$ cat src/rtl/id_ex_stage.sv
// ID/EX pipeline register with operand forwarding and load-use detection.
//
// Holds the decoded instruction for one cycle and presents it to the EX-stage
// ALU. Source operands are forwarded combinationally from EX/MEM (highest
// priority) or MEM/WB. A load-use hazard against the instruction in decode is
// flagged on load_use_stall; this block never stalls itself.
//
// Ports:
//   clk, rst                      clock (rising edge), async active-high reset
//   stall, flush                  hold / bubble the ID/EX register (flush wins)
//   id_*                          decoded fields from the ID stage
//   exmem_*, memwb_*              forwarding sources from later stages
//   alu_operand1/2, alu_opsel,
//   alu_shamt                     ALU inputs
//   ex_store_data                 forwarded rt value for stores
//   ex_rd, ex_valid, ex_*         registered destination and controls
//   load_use_stall                stall request to PC / IF-ID
module id_ex_stage #(
    parameter int unsigned DATA_WIDTH = 32,
    parameter int unsigned SEL_WIDTH  = 4,
    parameter int unsigned REG_ADDR_W = 5
) (
    input  logic                  clk,
    input  logic                  rst,
    input  logic                  stall,
    input  logic                  flush,
    input  logic                  id_valid,
    input  logic [DATA_WIDTH-1:0] id_rs_data,
    input  logic [DATA_WIDTH-1:0] id_rt_data,
    input  logic [DATA_WIDTH-1:0] id_imm,
    input  logic [REG_ADDR_W-1:0] id_rs,
    input  logic [REG_ADDR_W-1:0] id_rt,
    input  logic [REG_ADDR_W-1:0] id_rd,
    input  logic [SEL_WIDTH-1:0]  id_aluop,
    input  logic [4:0]            id_shamt,
    input  logic                  id_alusrc,
    input  logic                  id_regwrite,
    input  logic                  id_memread,
    input  logic                  id_memwrite,
    input  logic                  id_memtoreg,
    input  logic                  exmem_regwrite,
    input  logic [REG_ADDR_W-1:0] exmem_rd,
    input  logic [DATA_WIDTH-1:0] exmem_result,
    input  logic                  memwb_regwrite,
    input  logic [REG_ADDR_W-1:0] memwb_rd,
    input  logic [DATA_WIDTH-1:0] memwb_data,
    output logic [DATA_WIDTH-1:0] alu_operand1,
    output logic [DATA_WIDTH-1:0] alu_operand2,
    output logic [SEL_WIDTH-1:0]  alu_opsel,
    output logic [4:0]            alu_shamt,
    output logic [DATA_WIDTH-1:0] ex_store_data,
    output logic [REG_ADDR_W-1:0] ex_rd,
    output logic                  ex_valid,
    output logic                  ex_regwrite,
    output logic                  ex_memread,
    output logic                  ex_memwrite,
    output logic                  ex_memtoreg,
    output logic                  load_use_stall
);

    localparam logic [SEL_WIDTH-1:0] AluSll = SEL_WIDTH'(4'b0111);
    localparam logic [SEL_WIDTH-1:0] AluSrl = SEL_WIDTH'(4'b1000);

    logic                  valid_q,    valid_d;
    logic                  regwrite_q, regwrite_d;
    logic                  memread_q,  memread_d;
    logic                  memwrite_q, memwrite_d;
    logic                  memtoreg_q, memtoreg_d;
    logic                  alusrc_q,   alusrc_d;
    logic [SEL_WIDTH-1:0]  aluop_q,    aluop_d;
    logic [4:0]            shamt_q,    shamt_d;
    logic [REG_ADDR_W-1:0] rs_q,       rs_d;
    logic [REG_ADDR_W-1:0] rt_q,       rt_d;
    logic [REG_ADDR_W-1:0] rd_q,       rd_d;
    logic [DATA_WIDTH-1:0] rs_data_q,  rs_data_d;
    logic [DATA_WIDTH-1:0] rt_data_q,  rt_data_d;
    logic [DATA_WIDTH-1:0] imm_q,      imm_d;

    logic [DATA_WIDTH-1:0] fwd_rs;
    logic [DATA_WIDTH-1:0] fwd_rt;

    // Next state: flush > stall > load.
    always_comb begin
        valid_d    = valid_q;
        regwrite_d = regwrite_q;
        memread_d  = memread_q;
        memwrite_d = memwrite_q;
        memtoreg_d = memtoreg_q;
        alusrc_d   = alusrc_q;
        aluop_d    = aluop_q;
        shamt_d    = shamt_q;
        rs_d       = rs_q;
        rt_d       = rt_q;
        rd_d       = rd_q;
        rs_data_d  = rs_data_q;
        rt_data_d  = rt_data_q;
        imm_d      = imm_q;
        if (flush) begin
            valid_d    = 1'b0;
            regwrite_d = 1'b0;
            memread_d  = 1'b0;
            memwrite_d = 1'b0;
            memtoreg_d = 1'b0;
            alusrc_d   = 1'b0;
            aluop_d    = '0;
            shamt_d    = '0;
            rs_d       = '0;
            rt_d       = '0;
            rd_d       = '0;
            rs_data_d  = '0;
            rt_data_d  = '0;
            imm_d      = '0;
        end else if (!stall) begin
            valid_d    = id_valid;
            // Side-effecting controls are suppressed for empty decode slots.
            regwrite_d = id_regwrite & id_valid;
            memread_d  = id_memread & id_valid;
            memwrite_d = id_memwrite & id_valid;
            memtoreg_d = id_memtoreg;
            alusrc_d   = id_alusrc;
            aluop_d    = id_aluop;
            shamt_d    = id_shamt;
            rs_d       = id_rs;
            rt_d       = id_rt;
            rd_d       = id_rd;
            rs_data_d  = id_rs_data;
            rt_data_d  = id_rt_data;
            imm_d      = id_imm;
        end
    end

    always_ff @(posedge clk or posedge rst) begin
        if (rst) begin
            valid_q    <= 1'b0;
            regwrite_q <= 1'b0;
            memread_q  <= 1'b0;
            memwrite_q <= 1'b0;
            memtoreg_q <= 1'b0;
            alusrc_q   <= 1'b0;
            aluop_q    <= '0;
            shamt_q    <= '0;
            rs_q       <= '0;
            rt_q       <= '0;
            rd_q       <= '0;
            rs_data_q  <= '0;
            rt_data_q  <= '0;
            imm_q      <= '0;
        end else begin
            valid_q    <= valid_d;
            regwrite_q <= regwrite_d;
            memread_q  <= memread_d;
            memwrite_q <= memwrite_d;
            memtoreg_q <= memtoreg_d;
            alusrc_q   <= alusrc_d;
            aluop_q    <= aluop_d;
            shamt_q    <= shamt_d;
            rs_q       <= rs_d;
            rt_q       <= rt_d;
            rd_q       <= rd_d;
            rs_data_q  <= rs_data_d;
            rt_data_q  <= rt_data_d;
            imm_q      <= imm_d;
        end
    end

    // Forwarding: register 0 is hard-wired and never forwarded; the younger
    // EX/MEM result beats MEM/WB.
    always_comb begin
        fwd_rs = rs_data_q;
        if (rs_q != '0) begin
            if (exmem_regwrite && exmem_rd == rs_q) begin
                fwd_rs = exmem_result;
            end else if (memwb_regwrite && memwb_rd == rs_q) begin
                fwd_rs = memwb_data;
            end
        end
        fwd_rt = rt_data_q;
        if (rt_q != '0) begin
            if (exmem_regwrite && exmem_rd == rt_q) begin
                fwd_rt = exmem_result;
            end else if (memwb_regwrite && memwb_rd == rt_q) begin
                fwd_rt = memwb_data;
            end
        end
    end

    always_comb begin
        // The ALU shifts operand1, so shifts route the rt value there.
        alu_operand1   = (aluop_q == AluSll || aluop_q == AluSrl) ? fwd_rt : fwd_rs;
        alu_operand2   = alusrc_q ? imm_q : fwd_rt;
        alu_opsel      = aluop_q;
        alu_shamt      = shamt_q;
        ex_store_data  = fwd_rt;
        ex_rd          = rd_q;
        ex_valid       = valid_q;
        ex_regwrite    = regwrite_q;
        ex_memread     = memread_q;
        ex_memwrite    = memwrite_q;
        ex_memtoreg    = memtoreg_q;
        load_use_stall = valid_q && memread_q && (rd_q != '0) && id_valid &&
                         ((rd_q == id_rs) || (rd_q == id_rt));
    end

endmodule
$ cat config.mk
export PLATFORM = sky130hd
export DESIGN_NAME = id_ex_stage
export DESIGN_NICKNAME = d
export VERILOG_FILES = /design/src/rtl/id_ex_stage.sv
export SDC_FILE = /design/constraint.sdc
export NUM_CORES = 1
export LEC_CHECK = 0
export BUFFER_PORTS_ARGS = -buffer_cell sky130_fd_sc_hd__buf_2
export CORE_ASPECT_RATIO = 0.6
export CORE_MARGIN = 8
export CORE_UTILIZATION = 30
export CTS_BUF_LIST = sky130_fd_sc_hd__clkbuf_8
export DETAILED_ROUTE_END_ITERATION = 6
export HOLD_SLACK_MARGIN = 0.02
export PLACE_DENSITY = 0.67
export SLEW_MARGIN = 20
export SYNTH_ARGS = -nofsm -noshare
export SYNTH_HDL_FRONTEND = slang
export SYNTH_SLANG_ARGS = --single-unit
$ cat constraint.sdc
create_clock -name clk -period 5.6 [get_ports clk]
set_input_delay 1.12 -clock clk [delete_from_list [all_inputs] [get_ports clk]]
set_output_delay 1.12 -clock clk [all_outputs]
set_load 0.01 [all_outputs]
==> impl_metrics.tcl <==
set metrics [dict create \
    drtIter0Drc 681 \
    hold_violations 0 \
    synth_cell_type_count 36 \
    drcViolationCount 0 \
    area_growth_pct 31.34 \
    coreArea_um2 24220 \
    initial_core_util_pct 30.54 \
    slowest_delay_ns 0.77 \
    fin_crit_ns 4.637 \
    arrival_ns 3.52 \
    vias_per_cell 5.148 \
    vdd_drop_max_mv 0.1910 \
    ctsHtreeMaxLevel 4 \
    syn_area_per_cell_um2 8.912 \
    crit_path_end_kind "primary output" \
    slowest_stage "a21oi_1" \
    synth-edff-count 0 \
    critPathRequiredTime_ns 4.48 \
    hp-class "flop to flop" \
    path_cells "buf_2 -> xor2_1 -> nor4_2 -> nand2_1 -> a22o_2 -> a21oi_1 -> o21ai_1 -> buf_2" \
    dr.pass1.iters 5 \
    gp_congestion 0.8491 \
    status "completed" \
    fmax_ghz 0.2157 \
    postRouteAntennaNets 0 \
    clk_pin_slew_ns 0.08 \
    cp_top_family "compound AO/OA/AOI/OAI gates" \
    hpwl_um 23940 \
    final_common_cell "buf_2" \
    num_rows 44 \
    setup.worst_path.class "primary input to primary output" \
    ys_ff_latch 126 \
    tightest_slew_ns 1.047 \
    layout_common_cells "buf_2 (319), nor2_1 (129), mux2i_1 (126)" \
    finalSetupViolCount 0 \
    crit_top_cell "buf_2" \
    path_max_fanout 32 \
    syn_inst 830 \
    finalSetupTns_ns 0 \
    cts_tree "done" \
    drv_cap 0 \
    pwr_density_cell_nw_per_um2 252.2 \
    clk-insertion-delay-late_ns 0.44 \
    clockBufferDepth 2 \
    hold_buffers 0 \
    synth_area_um2 7397 \
    clock_skew_ns 0 \
    hold_slack_ns 0.5240 \
    synthFlopType "dfrtp_1" \
    rsz0062_at_grt "no" \
    port_buffers 321 \
    cts_resized 0 \
    path_buf_inv 2 \
    dieHeight_um 137.6 \
    fin_crit_sh_pct 82.80 \
    cts_num_sinks 126 \
    groute.usage.overall_pct 20.44 \
    synth_async_sr_flop_share_pct 100.0 \
    syn-num-nets 1036 \
    drt_wl_total_um 32010 \
    drive_gt1_share_pct 34.13 \
    slew_violations 0 \
    nets 1318 \
    relSlewSlack_pct 30.17 \
    num_vias 7495 \
    wl_per_cell_um 21.99 \
    cts_root_buf "clkbuf_8" \
    cp-start-kind "primary input" \
    die_x_um 218.7 \
    grt_max_degree 87 \
    ys_seq_area_share_pct 42.63 \
    grt_pass1_wl_um 45970 \
    grt-ovfl-total 0 \
    first_global_vias 7289 \
    die_area_um2 30100 \
    leakage_uw 0.005211 \
    io_pins 322 \
    postCtsSetupBuffers 0 \
    cts_buffers 17 \
    grt_antenna_before_repair 7 \
    ys_warn_count 0 \
]
-- worst min-delay path, stage by stage (launching register included) --
cell and delay (ns):
dfrtp_1 0.35, mux2i_1 0.07, nor2_1 0.07
-- registers in the layout, indices dropped and copies added (netlist names), 4 cells and up --
register,flops
rt_q,5
rs_data_q,32
imm_q,32
alu_shamt,5
alu_opsel,4
rt_data_q,32
rs_q,5
ex_rd,5
-- cells by family after synthesis --
| group | Yosys count | synth area share, % |
|---|---|---|
| flops | 126 | 42.63 |
| compound gates | 192 | 17.25 |
| mux | 126 | 17.05 |
| xor+xnor | 30 | 3.552 |
| simple gates | 253 | 13.68 |
| buf+inv | 103 | 5.836 |
-- final cells by class --
cell class	instances	area, um^2
tap	322	402.9
clock inverter	13	187.7
inverter	34	132.6
fill	2512	14510
timing repair buffer	332	1710
antenna	9	22.52
multi-input combinational	601	3844
clock buffer	19	261.5
sequential	126	3154
-- Yosys cell counts (2+ instances only) --
cell,number,share of area (%)
a21oi_1,25,1.7
a21oi_2,8,0.95
a22o_1,2,0.24
a22oi_1,3,0.30
buf_1,6,0.30
buf_2,15,1.0
buf_6,3,0.46
clkbuf_1,44,2.2
dfrtp_1,126,43
inv_1,34,1.7
mux2i_1,126,17
nand2_1,100,5.1
nand3_1,2,0.14
nand4_1,3,0.25
nor2_1,130,6.6
nor2b_1,2,0.17
nor3_1,4,0.27
o211ai_1,28,2.8
o21ai_0,12,0.81
o21ai_1,47,3.2
o221ai_1,5,0.59
o22ai_1,33,2.8
o32a_1,27,3.7
or2_1,2,0.17
or2_2,4,0.34
xnor2_1,16,1.9
xor2_1,14,1.7
-- layer usage --
| metal | wire length [um] | up-vias | track usage [%] |
|---|---|---|---|
| li1 | - | 3478 | - |
| met1 | 14370 | 3591 | 28.16 |
| met2 | 13540 | 392 | 29.26 |
| met5 | 32 | - | 0 |
| met3 | 3699 | 28 | 8.421 |
| met4 | 369 | 6 | 4.911 |
-- final timing paths --
kind / slack, ns / cells after the start / startpoint / end
worst min register to register: 0.52 / 2 / imm_q[0] / imm_q[0]
max in group asynchronous: 3.69 / 3 / rst / rs_data_q[8]
worst max-delay path: 0.96 / 8 / memwb_rd[3] / alu_operand1[13]
worst max register to register: 4.17 / 2 / alusrc_q / alusrc_q
worst min-delay path: 0.52 / 2 / imm_q[0] / imm_q[0]
min in group asynchronous: 0.82 / 2 / rst / alu_shamt[0]
-- metrics by stage --
step | worst slack (ns) | std cells | util, % | area (um^2) | total power [uW]
2_1_floorplan | 1.124 | 830 | - | 7397 | 1302
6_report | 0.9633 | 1456 | 40.11 | 9716 | 2451
5_1_grt | 0.7173 | 1449 | 40.04 | 9698 | 2580
3_5_place_dp | 0.9788 | 1415 | 38.14 | 9239 | 1556
3_3_place_gp | 1.018 | 1415 | 38.14 | 9239 | 1546
4_1_cts | 0.9762 | 1447 | 39.99 | 9688 | 2481
-- power breakdown --
part,internal [uW],total (uW),switching [uW]
combinational,213,531,318
sequential,960,1010,47.2
clock,510,913,403
total,1680,2450,768
Power figures use the tool's default switching activity.
